**src/rtl/br_resolve_ctrl_pkg.sv**
```systemverilog
// ---------------------------------------------------------------------------
// br_resolve_ctrl_pkg
// Shared types for the branch-resolution controller and its update queue.
//   word_t       : 32-bit machine word (PCs, targets, counters)
//   br_upd_t     : one predictor write {index, tag, target, taken}
//   brc_state_t  : controller state (INIT sweep, RUN)
// The index field is sized for the widest supported predictor. Narrower
// configurations zero-extend into it and truncate on the way out.
// ---------------------------------------------------------------------------
package br_resolve_ctrl_pkg;

    typedef logic [31:0] word_t;

    localparam int BRC_IDX_W_MAX = 8;

    typedef struct packed {
        logic [BRC_IDX_W_MAX-1:0] index;
        word_t                    tag;
        word_t                    target;
        logic                     taken;
    } br_upd_t;

    typedef enum logic {
        INIT = 1'b0,
        RUN  = 1'b1
    } brc_state_t;

    // Sequential fall-through address, wrapping at 32 bits.
    function automatic word_t brc_fallthrough(input word_t pc);
        return pc + 32'd4;
    endfunction

endpackage

```
**src/rtl/br_resolve_ctrl_if.sv**
```systemverilog
// ---------------------------------------------------------------------------
// br_resolve_ctrl_if
// Bundles the EX resolution inputs, predictor write port and status outputs
// of br_resolve_ctrl.
//   slave  : controller view (EX + upd_ready in, everything else out)
//   master : environment view (EX stage, predictor, hazard unit, fetch)
// ---------------------------------------------------------------------------
interface br_resolve_ctrl_if
    import br_resolve_ctrl_pkg::*;
#(
    parameter int IDX_W = 2
) ();

    logic             ex_valid;
    word_t            ex_pc;
    logic             ex_taken;
    word_t            ex_target;
    logic             ex_pred_taken;
    word_t            ex_pred_target;
    logic [IDX_W-1:0] ex_index;
    logic             q_full;
    logic             flush;
    word_t            redirect_pc;
    logic             upd_valid;
    logic [IDX_W-1:0] upd_index;
    word_t            upd_tag;
    word_t            upd_target;
    logic             upd_taken;
    logic             upd_ready;
    logic             init_busy;
    word_t            mispred_cnt;

    modport slave (
        input  ex_valid, ex_pc, ex_taken, ex_target, ex_pred_taken,
               ex_pred_target, ex_index, upd_ready,
        output q_full, flush, redirect_pc, upd_valid, upd_index, upd_tag,
               upd_target, upd_taken, init_busy, mispred_cnt
    );

    modport master (
        output ex_valid, ex_pc, ex_taken, ex_target, ex_pred_taken,
               ex_pred_target, ex_index, upd_ready,
        input  q_full, flush, redirect_pc, upd_valid, upd_index, upd_tag,
               upd_target, upd_taken, init_busy, mispred_cnt
    );

endinterface

```
**src/rtl/br_resolve_ctrl_fifo.sv**
```systemverilog
// ---------------------------------------------------------------------------
// br_upd_fifo
// Circular FIFO of predictor updates. Head is read combinationally so the
// controller can present it on the write port in the same cycle.
//   CLK, nRST  : clock, asynchronous active-low reset (empties the queue)
//   push/data  : write request; ignored while full, even with a pop
//   pop        : read request; ignored while empty
//   head       : entry at the read pointer
//   full/empty/count : occupancy
// ---------------------------------------------------------------------------
module br_upd_fifo
    import br_resolve_ctrl_pkg::*;
#(
    parameter int QDEPTH = 4
) (
    input  logic                      CLK,
    input  logic                      nRST,
    input  logic                      push,
    input  br_upd_t                   push_data,
    input  logic                      pop,
    output br_upd_t                   head,
    output logic                      full,
    output logic                      empty,
    output logic [$clog2(QDEPTH):0]   count
);

    localparam int PTR_W = $clog2(QDEPTH);

    br_upd_t              mem [QDEPTH];
    logic [PTR_W-1:0]     wr_ptr_reg;
    logic [PTR_W-1:0]     rd_ptr_reg;
    logic [PTR_W:0]       count_reg;
    logic                 do_push;
    logic                 do_pop;

    assign full    = (count_reg == (PTR_W+1)'(QDEPTH));
    assign empty   = (count_reg == '0);
    assign count   = count_reg;
    assign head    = mem[rd_ptr_reg];
    assign do_push = push && !full;
    assign do_pop  = pop && !empty;

    // Storage carries no reset; occupancy is tracked by the pointers.
    always_ff @(posedge CLK) begin
        if (do_push)
            mem[wr_ptr_reg] <= push_data;
    end

    // Power-of-two depth lets the pointers wrap by natural overflow.
    always_ff @(posedge CLK or negedge nRST) begin
        if (!nRST) begin
            wr_ptr_reg <= '0;
            rd_ptr_reg <= '0;
            count_reg  <= '0;
        end else begin
            if (do_push)
                wr_ptr_reg <= wr_ptr_reg + 1'b1;
            if (do_pop)
                rd_ptr_reg <= rd_ptr_reg + 1'b1;
            case ({do_push, do_pop})
                2'b10:   count_reg <= count_reg + 1'b1;
                2'b01:   count_reg <= count_reg - 1'b1;
                default: count_reg <= count_reg;
            endcase
        end
    end

endmodule

```
**src/rtl/br_resolve_ctrl.sv**
```systemverilog
// ---------------------------------------------------------------------------
// br_resolve_ctrl
// Owns the branch predictor's write port. After reset it sweeps every entry
// to a cleared state (INIT), then (RUN) accepts EX resolutions, flags
// mispredicts with a one-cycle flush + redirect PC, and streams queued
// table updates into the predictor under upd_valid/upd_ready.
//   CLK, nRST : clock, asynchronous active-low reset
//   bus       : br_resolve_ctrl_if.slave (EX inputs, predictor write port,
//               q_full stall, flush/redirect_pc, init_busy, mispred_cnt)
// ---------------------------------------------------------------------------
module br_resolve_ctrl
    import br_resolve_ctrl_pkg::*;
#(
    parameter int IDX_W  = 2,
    parameter int QDEPTH = 4
) (
    input  logic               CLK,
    input  logic               nRST,
    br_resolve_ctrl_if.slave   bus
);

    localparam int CNT_W = $clog2(QDEPTH) + 1;

    brc_state_t        state_reg, state_next;
    logic [IDX_W-1:0]  sweep_reg, sweep_next;
    logic              flush_reg;
    word_t             redirect_reg;
    word_t             mispred_cnt_reg;

    br_upd_t           push_data;
    br_upd_t           head;
    logic              fifo_full;
    logic              fifo_empty;
    logic [CNT_W-1:0]  fifo_count;
    logic              pop;
    logic              q_full_int;
    logic              accept;
    logic              mispredict;

    assign mispredict = (bus.ex_taken != bus.ex_pred_taken) ||
                        (bus.ex_taken && (bus.ex_target != bus.ex_pred_target));
    assign accept     = bus.ex_valid && !q_full_int;

    assign push_data.index  = BRC_IDX_W_MAX'(bus.ex_index);
    assign push_data.tag    = bus.ex_pc;
    assign push_data.target = bus.ex_target;
    assign push_data.taken  = bus.ex_taken;

    br_upd_fifo #(.QDEPTH(QDEPTH)) u_fifo (
        .CLK       (CLK),
        .nRST      (nRST),
        .push      (accept),
        .push_data (push_data),
        .pop       (pop),
        .head      (head),
        .full      (fifo_full),
        .empty     (fifo_empty),
        .count     (fifo_count)
    );

    // Index bits above IDX_W are always zero.
    generate
        if (IDX_W < BRC_IDX_W_MAX) begin : g_idx_hi
            logic idx_hi_unused;
            assign idx_hi_unused = |head.index[BRC_IDX_W_MAX-1:IDX_W];
        end
    endgenerate

    always_ff @(posedge CLK or negedge nRST) begin
        if (!nRST) begin
            state_reg       <= INIT;
            sweep_reg       <= '0;
            flush_reg       <= 1'b0;
            redirect_reg    <= '0;
            mispred_cnt_reg <= '0;
        end else begin
            state_reg <= state_next;
            sweep_reg <= sweep_next;
            flush_reg <= accept && mispredict;
            // Holding redirect between flushes keeps it stable; only its
            // value during a flush pulse is meaningful.
            if (accept && mispredict) begin
                redirect_reg <= bus.ex_taken ? bus.ex_target
                                             : brc_fallthrough(bus.ex_pc);
                if (mispred_cnt_reg != '1)
                    mispred_cnt_reg <= mispred_cnt_reg + 32'd1;
            end
        end
    end

    always_comb begin
        state_next     = state_reg;
        sweep_next     = sweep_reg;
        pop            = 1'b0;
        q_full_int     = (fifo_count == CNT_W'(QDEPTH));
        bus.init_busy  = 1'b0;
        bus.upd_valid  = 1'b0;
        bus.upd_index  = '0;
        bus.upd_tag    = '0;
        bus.upd_target = '0;
        bus.upd_taken  = 1'b0;
        case (state_reg)
            INIT: begin
                bus.init_busy = 1'b1;
                q_full_int    = 1'b1;
                // No predictor writes while reset is held.
                bus.upd_valid = nRST;
                bus.upd_index = sweep_reg;
                if (bus.upd_ready) begin
                    sweep_next = sweep_reg + 1'b1;
                    if (&sweep_reg)
                        state_next = RUN;
                end
            end
            RUN: begin
                bus.upd_valid  = !fifo_empty;
                bus.upd_index  = head.index[IDX_W-1:0];
                bus.upd_tag    = head.tag;
                bus.upd_target = head.target;
                bus.upd_taken  = head.taken;
                pop            = !fifo_empty && bus.upd_ready;
            end
            default: state_next = INIT;
        endcase
    end

    assign bus.q_full      = q_full_int;
    assign bus.flush       = flush_reg;
    assign bus.redirect_pc = redirect_reg;
    assign bus.mispred_cnt = mispred_cnt_reg;

endmodule
```
**src/flat_wrapper.sv**
```systemverilog
// flat-port wrapper written by rule: the top's interface ports become plain ports
module br_resolve_ctrl_flat import br_resolve_ctrl_pkg::*;
#(
    parameter int IDX_W  = 2,
    parameter int QDEPTH = 4
)
  (CLK, nRST, bus_ex_valid, bus_ex_pc, bus_ex_taken, bus_ex_target, bus_ex_pred_taken, bus_ex_pred_target, bus_ex_index, bus_upd_ready, bus_q_full, bus_flush, bus_redirect_pc, bus_upd_valid, bus_upd_index, bus_upd_tag, bus_upd_target, bus_upd_taken, bus_init_busy, bus_mispred_cnt);
  br_resolve_ctrl_if #(.IDX_W(IDX_W)) bus_i ();
  input  logic CLK;
  input  logic nRST;
  input wire logic [$bits(bus_i.ex_valid)-1:0] bus_ex_valid;
  input wire logic [$bits(bus_i.ex_pc)-1:0] bus_ex_pc;
  input wire logic [$bits(bus_i.ex_taken)-1:0] bus_ex_taken;
  input wire logic [$bits(bus_i.ex_target)-1:0] bus_ex_target;
  input wire logic [$bits(bus_i.ex_pred_taken)-1:0] bus_ex_pred_taken;
  input wire logic [$bits(bus_i.ex_pred_target)-1:0] bus_ex_pred_target;
  input wire logic [$bits(bus_i.ex_index)-1:0] bus_ex_index;
  input wire logic [$bits(bus_i.upd_ready)-1:0] bus_upd_ready;
  output wire logic [$bits(bus_i.q_full)-1:0] bus_q_full;
  output wire logic [$bits(bus_i.flush)-1:0] bus_flush;
  output wire logic [$bits(bus_i.redirect_pc)-1:0] bus_redirect_pc;
  output wire logic [$bits(bus_i.upd_valid)-1:0] bus_upd_valid;
  output wire logic [$bits(bus_i.upd_index)-1:0] bus_upd_index;
  output wire logic [$bits(bus_i.upd_tag)-1:0] bus_upd_tag;
  output wire logic [$bits(bus_i.upd_target)-1:0] bus_upd_target;
  output wire logic [$bits(bus_i.upd_taken)-1:0] bus_upd_taken;
  output wire logic [$bits(bus_i.init_busy)-1:0] bus_init_busy;
  output wire logic [$bits(bus_i.mispred_cnt)-1:0] bus_mispred_cnt;
  assign bus_i.ex_valid = bus_ex_valid;
  assign bus_i.ex_pc = bus_ex_pc;
  assign bus_i.ex_taken = bus_ex_taken;
  assign bus_i.ex_target = bus_ex_target;
  assign bus_i.ex_pred_taken = bus_ex_pred_taken;
  assign bus_i.ex_pred_target = bus_ex_pred_target;
  assign bus_i.ex_index = bus_ex_index;
  assign bus_i.upd_ready = bus_upd_ready;
  assign bus_q_full = bus_i.q_full;
  assign bus_flush = bus_i.flush;
  assign bus_redirect_pc = bus_i.redirect_pc;
  assign bus_upd_valid = bus_i.upd_valid;
  assign bus_upd_index = bus_i.upd_index;
  assign bus_upd_tag = bus_i.upd_tag;
  assign bus_upd_target = bus_i.upd_target;
  assign bus_upd_taken = bus_i.upd_taken;
  assign bus_init_busy = bus_i.init_busy;
  assign bus_mispred_cnt = bus_i.mispred_cnt;
  br_resolve_ctrl #(.IDX_W(IDX_W), .QDEPTH(QDEPTH)) u_core (.CLK(CLK), .nRST(nRST), .bus(bus_i));
endmodule
```
**config.mk**
```make
export PLATFORM = sky130hd
export DESIGN_NAME = br_resolve_ctrl_flat
export DESIGN_NICKNAME = d
export VERILOG_FILES = /design/src/rtl/br_resolve_ctrl_pkg.sv /design/src/rtl/br_resolve_ctrl_if.sv /design/src/rtl/br_resolve_ctrl_fifo.sv /design/src/rtl/br_resolve_ctrl.sv /design/src/flat_wrapper.sv
export SDC_FILE = /design/constraint.sdc
export NUM_CORES = 1
export LEC_CHECK = 0
export BUFFER_PORTS_ARGS = -buffer_cell sky130_fd_sc_hd__buf_2
export CAP_MARGIN = 20
export CORE_ASPECT_RATIO = 2
export CORE_UTILIZATION = 53
export CTS_BUF_LIST = sky130_fd_sc_hd__clkbuf_4 sky130_fd_sc_hd__clkbuf_8
export DETAILED_ROUTE_END_ITERATION = 6
export PLACE_DENSITY = 0.83
export SETUP_SLACK_MARGIN = 0.15
export SLEW_MARGIN = 15
export SYNTH_ARGS = -nofsm -noshare
export SYNTH_HDL_FRONTEND = slang
export SYNTH_SLANG_ARGS = --single-unit
```
**constraint.sdc**
```tcl
create_clock -name CLK -period 2.68 [get_ports CLK]
set_input_delay 0.402 -clock CLK [delete_from_list [all_inputs] [get_ports CLK]]
set_output_delay 0.402 -clock CLK [all_outputs]
set_load 0.02 [all_outputs]
```
# After elaboration in Yosys (flattened, before gate mapping)
# Memories as Yosys holds them, arrays and structs flattened.
# Index checks and enable logic that the tools add are counted.
[word_totals] memories=1 mem_bits_rw=268 register_bits=75
[memory_table] name="u_core.u_fifo.mem" depth=4 word_bits=67 rd=1 rd_ports_with_merged_regs=0 wr=1 line="br_resolve_ctrl_fifo.sv:29" text="br_upd_t mem [QDEPTH];"
[classes] n_eq_ne=6 reduce_logical=15 bitwise=1 n_mux=15 n_addsub=7
[ops] operator="32-bit 2-to-1 mux" n=3
[ops] operator="32-bit by 1-bit adder with 32-bit output, second input constant" n=1
[ops] operator="32-bit by 3-bit adder with 32-bit output, second input constant" n=1
[ops] operator="32-bit inequality test" n=1
[ops] operator="32-bit inequality test, second input constant" n=1
[ops] operator="1-bit 2-to-1 mux" n=9
[ops] operator="2-bit by 1-bit adder with 2-bit output, second input constant" n=3
[ops] operator="1-bit logical AND" n=6
[ops] operator="3-bit one-hot mux with 2 select lines" n=1
[ops] operator="2-bit AND reduction" n=3
[ops] operator="2-bit one-hot mux with 2 select lines" n=1
[ops] operator="3-bit by 1-bit adder with 3-bit output, second input constant" n=1
[ops] operator="3-bit equality test, second input constant" n=1
[ops] operator="1-bit zero test" n=3
[ops] operator="3-bit zero test" n=1
[ops] operator="3-bit by 1-bit subtractor with 3-bit output, second input constant" n=1
[ops] operator="2-bit by 1-bit equality test with 1-bit output, second input constant" n=1
[ops] operator="2-bit equality test, second input constant" n=1
[ops] operator="1-bit one-hot mux with 2 select lines" n=1
[ops] operator="2-bit nonzero test" n=1
[ops] operator="1-bit logical OR" n=1
[ops] operator="1-bit inequality test" n=1
[ops] operator="1-bit inverter" n=1

# Depth between registers and ports, before layout
[depth] ltp_word=7 ltp_mapped=13

# Cells and area by module
# Synthesis repeated with hierarchy kept, for this count alone.
[unflattened] hier_cells=935 area_unflattened_um2=15700.1
[modules_own_cells] mod="br_upd_fifo" instances=1 seq_area_each_um2=8943.6 area_each_um2=10955.5 cells_per_inst=418
[modules_own_cells] mod="br_resolve_ctrl" instances=1 seq_area_each_um2=1701.6 area_each_um2=4744.6 cells_per_inst=517

# Worst setup path after synthesis
# Ideal clock, no wire load.
[synth_path] kind="register to register" start="register u_core.u_fifo.count_reg[0] (netlist: u_core.u_fifo.count[0])" end="memory u_core.u_fifo.mem[0][0] (netlist name), enable pin" required_time_ps=2248 setup_time_ps=432 n_path_buf=1 slack_ps=-137 period_less_slack_ps=2817 arrival_time_ps=2385 stages_incl_launch_ff=6 cell_sequence="dfrtp_1 > nor2_1 > nand2_1 > and3_1 > buf_2 > and2_1"
[synth_via] elab_chain_len=7
[synth_lines] element="from (decl)" line="br_resolve_ctrl_fifo.sv:32" text="logic [PTR_W:0] count_reg;"
[synth_lines] element="from (signal assigned)" line="br_resolve_ctrl_fifo.sv:61" text="2'b10: count_reg <= count_reg + 1'b1;"
[synth_lines] element="from (signal assigned)" line="br_resolve_ctrl_fifo.sv:62" text="2'b01: count_reg <= count_reg - 1'b1;"
[synth_lines] element="from (signal assigned)" line="br_resolve_ctrl_fifo.sv:63" text="default: count_reg <= count_reg;"
[synth_lines] element="3-bit equality test (*)" line="br_resolve_ctrl_fifo.sv:36, br_resolve_ctrl.sv:95"
[synth_lines] element="1-bit 2-to-1 mux" line="br_resolve_ctrl.sv:102" text="case (state_reg)"
[synth_lines] element="1-bit zero test" line="br_resolve_ctrl.sv:42" text="assign accept = bus.ex_valid && !q_full_int;"
[synth_lines] element="1-bit logical AND" line="br_resolve_ctrl.sv:42"
[synth_lines] element="1-bit logical AND (*)" line="br_resolve_ctrl_fifo.sv:40" text="assign do_push = push && !full;"
[synth_lines] element="1-bit 2-to-1 mux (*)" line="br_resolve_ctrl_fifo.sv:45" text="if (do_push)"
[synth_lines] element="1-bit 2-to-1 mux (implied by the code) (*)" line="br_resolve_ctrl_fifo.sv:46" text="mem[wr_ptr_reg] <= push_data;"
[synth_lines] element="to (decl)" line="br_resolve_ctrl_fifo.sv:29"
# Mark *: on every way between the ends. The rest lies on a longest branch, timed or not.

# Worst setup path after layout
[layout_path] start="register u_core.u_fifo.rd_ptr_reg[0]" end="output port bus_upd_index[1]"
[layout_via] elab_chain_len=2
[layout_lines] element="from (decl)" line="br_resolve_ctrl_fifo.sv:31" text="logic [PTR_W-1:0] rd_ptr_reg;"
[layout_lines] element="from (signal assigned)" line="br_resolve_ctrl_fifo.sv:59" text="rd_ptr_reg <= rd_ptr_reg + 1'b1;"
[layout_lines] element="memory read 4 x 67 bit"
[layout_lines] element="2-bit one-hot mux with 2 select lines" line="br_resolve_ctrl.sv:102"
[layout_lines] element="to (decl)" line="flat_wrapper.sv:23" text="output wire logic [$bits(bus_i.upd_index)-1:0] bus_upd_index;"
# No other way between the ends.

==> flow_summary.ini <==
[run_status]
status = completed

[worst_setup_path]
path_cells = buf_12, buf_16, mux4_2, mux2_4, buf_6
cp-start-kind = register
slowest_delay_ns = 0.49
crit_fanout = 7
cp-end-kind = output pin
cp_num_buf_inv = 3
crit_required_ns = 2.28
arrival_ns = 2.24
crit_slowest_cell = mux4_2
crit_type = register to output pin
crit_family = multiplexers

[yosys]
synth_edf_count = 268
synthArstFlopShare = 0.219
ys_seq_elements = 343
synth_warnings = 0
avgSynthCellArea_sq_um = 16.0
syn_nets = 1040
yosys-top-cells-area = edfxtp_1 (54%), dfrtp_1 (13%), mux4_2 (10%), xor2_1 (4.0%), and2_1 (3.0%)
syn_inst = 927
syn_area_sq_mm = 0.0148
seq_area_frac_synth = 0.669
synth.top_cell.area_share = 0.543
yosysUniqueCellTypes = 42
yosysTopAreaCell = edfxtp_1
ys.flop_type = edfxtp_1

[power_and_ir_drop]
max-vdd-ir-drop_uv = 578
power_density_mw_per_mm2 = 1030
p_leak_nw = 6.99

[cts]
clockRootBuffer = clkbuf_8
cts.reportedPaths.clkPinSlew_ns = 0.07
clk_latency_ns = 0.58
cts_tree = built
clk_path_buf_depth = 3
cts_buffers = 45
hold_buffers = 0
clock-sinks = 343
h-tree-depth = 2

[die]
start_util = 0.538
dieArea_sq_mm = 0.0287
ioPinCount = 239
die_h_um = 239
rows = 86
core_area_sq_mm = 0.0275
die_x_um = 120

[routing]
drc = 0
vias = 9341
routedWlPerCell_um = 23.8
viasPerCell = 5.84
drtIter0Drc = 696
first_pass_iters = 5
wl_mm = 38.1
antenna_left = 0

[sta]
clock_skew_ns = 0.0126
period_share = 0.986
max_freq_ghz = 0.379
report.final.slew_viol_count = 0
hold_viol_final = 0
tns_ns = 0
finalSetupViolations = 0
min_period_ns = 2.64
rsz0062_at_grt = true
worst_slew_pin_slew_ns = 1.09
worst_slack_ns = 0.0382
slew-limit-headroom = 0.271

[grt]
grt.total_usage = 0.267
grt_pass1_wl_mm = 55.4
grt_antenna_before_repair = 5
grt_pass1_vias = 9476
grt_max_degree = 76
grt_remaining_overflow = 0

[placement]
gp_congestion = 0.893
port_buffers = 238
dpl_worst_slack_ns = -0.0381
dpl.cell_count = 1503
dp_hpwl_mm = 24.5

[final_layout]
largest_reg_flops = 268
regArea_sq_mm = 0.00993
nets = 1323
multi_input_area_sq_mm = 0.00469
drive_gt1_frac = 0.381
syn_to_final_growth_pct = 21.3
nFillCells = 2000
final_cells = 1600
fin_util = 0.653

[hold_path]
hold_class = input port to async pin

[run]
max_cap_viol_count = 0
path summary, 6_finish.rpt:
| check | cells past startpoint | end | slack (ns) | from |
|---|---|---|---|---|
| max reg2reg | 9 | u_core.bus.mispred_cnt[14] | 0.34 | u_core.u_fifo.count[0] |
| max | 5 | bus_upd_index[1] | 0.04 | u_core.u_fifo.rd_ptr_reg[0] |
| min reg2reg | 1 | u_core.bus.mispred_cnt[9] | 0.48 | u_core.bus.mispred_cnt[9] |
| min | 2 | u_core.bus.mispred_cnt[10] | 0.05 | nRST |
| min in group CLK | 1 | u_core.u_fifo.mem[3][66] | 0.06 | bus_ex_index[1] |
| max in group asynchronous | 2 | u_core.u_fifo.rd_ptr_reg[0] | 1.87 | nRST |
cell usage in the layout, fill, tap and decap left out, types with 8 or more instances in the layout:
cell and count:
nor3_1 23, ha_1 8, clkinv_2 9, inv_1 16, and4_1 8, nor4_1 28, and2_1 63, clkbuf_4 19
xor2_1 67, clkbuf_8 48, nor2_1 20, dfrtp_1 72, mux4_2 67, nand4_1 21, buf_16 9, nand3_1 27
and3_1 13, buf_4 65, buf_2 180, xnor2_1 30, buf_6 20, mux2_2 32, nand2_1 50, edfxtp_1 268
o21ai_0 24, and2_4 8
report_power, final:
part           leakage (nW)  switching, W  internal (W)
sequential             3.39      0.000427       0.00694
combinational          3.12       0.00383       0.00347
clock                 0.474       0.00189       0.00193
through the flow:
stage                     total power [W]  instance area [sq um]  hold WS (ns)
after floorplan                    0.0114                  14800         0.106
after global placement             0.0135                  16600         0.474
after detailed placement           0.0137                  16600         0.471
after CTS                          0.0182                  17800        0.0341
after global routing               0.0192                  18000        0.0523
final                              0.0185                  18000        0.0531
final cells by class:
cell class | count | area share
antenna | 3 | 0.000417
clock buffer | 67 | 0.0446
clock inverter | 15 | 0.00417
inverter | 16 | 0.00334
multi-input combinational | 524 | 0.261
sequential | 343 | 0.552
tap | 352 | 0.0245
timing repair buffer | 280 | 0.110
layer usage:
layer  wire length [um]  GRT usage  share of wire
met5                 22          0        0.00058
met4               1430      0.110          0.037
met3               2560     0.0508          0.067
met2              20800      0.483           0.55
met1              13300      0.305           0.35
repair_timing:
| item | in CTS | in global routing |
|---|---|---|
| setup buffers | 4 | 0 |
| endpoints found under the setup margin | 67 | 68 |
| pin swaps | 0 | 0 |
| gates resized for setup | 40 | 56 |
| cloned | 7 | 1 |
| hold endpoints to repair | 0 | 0 |
logic make-up (layout without fill, tap and decap cells):
family / Yosys count / count (layout) / share of synthesized area
buffers and inverters: 60 / 378 / 0.0165
xor gates and xnor gates: 97 / 97 / 0.0573
other: 0 / 3 / 0
AOI/OAI and AO/OA: 38 / 38 / 0.0157
adders and majority gates: 9 / 9 / 0.00810
DFF: 343 / 343 / 0.669
muxes: 106 / 106 / 0.131
and+or+nand+nor: 274 / 274 / 0.102
Yosys cell counts, types with 7 or more instances:
cell type	instances
mux2_2	33
buf_1	7
nand4_1	21
inv_1	16
o21ai_0	24
and4_1	8
nor3_1	23
nand2_1	50
and2_1	71
dfrtp_1	75
and3_1	13
xnor2_1	30
nor2_1	20
nor4_1	28
ha_1	8
nand3_1	27
edfxtp_1	268
buf_2	7
clkbuf_1	28
mux4_2	67
xor2_1	67
No activity file was read; power rests on OpenSTA's default activity.
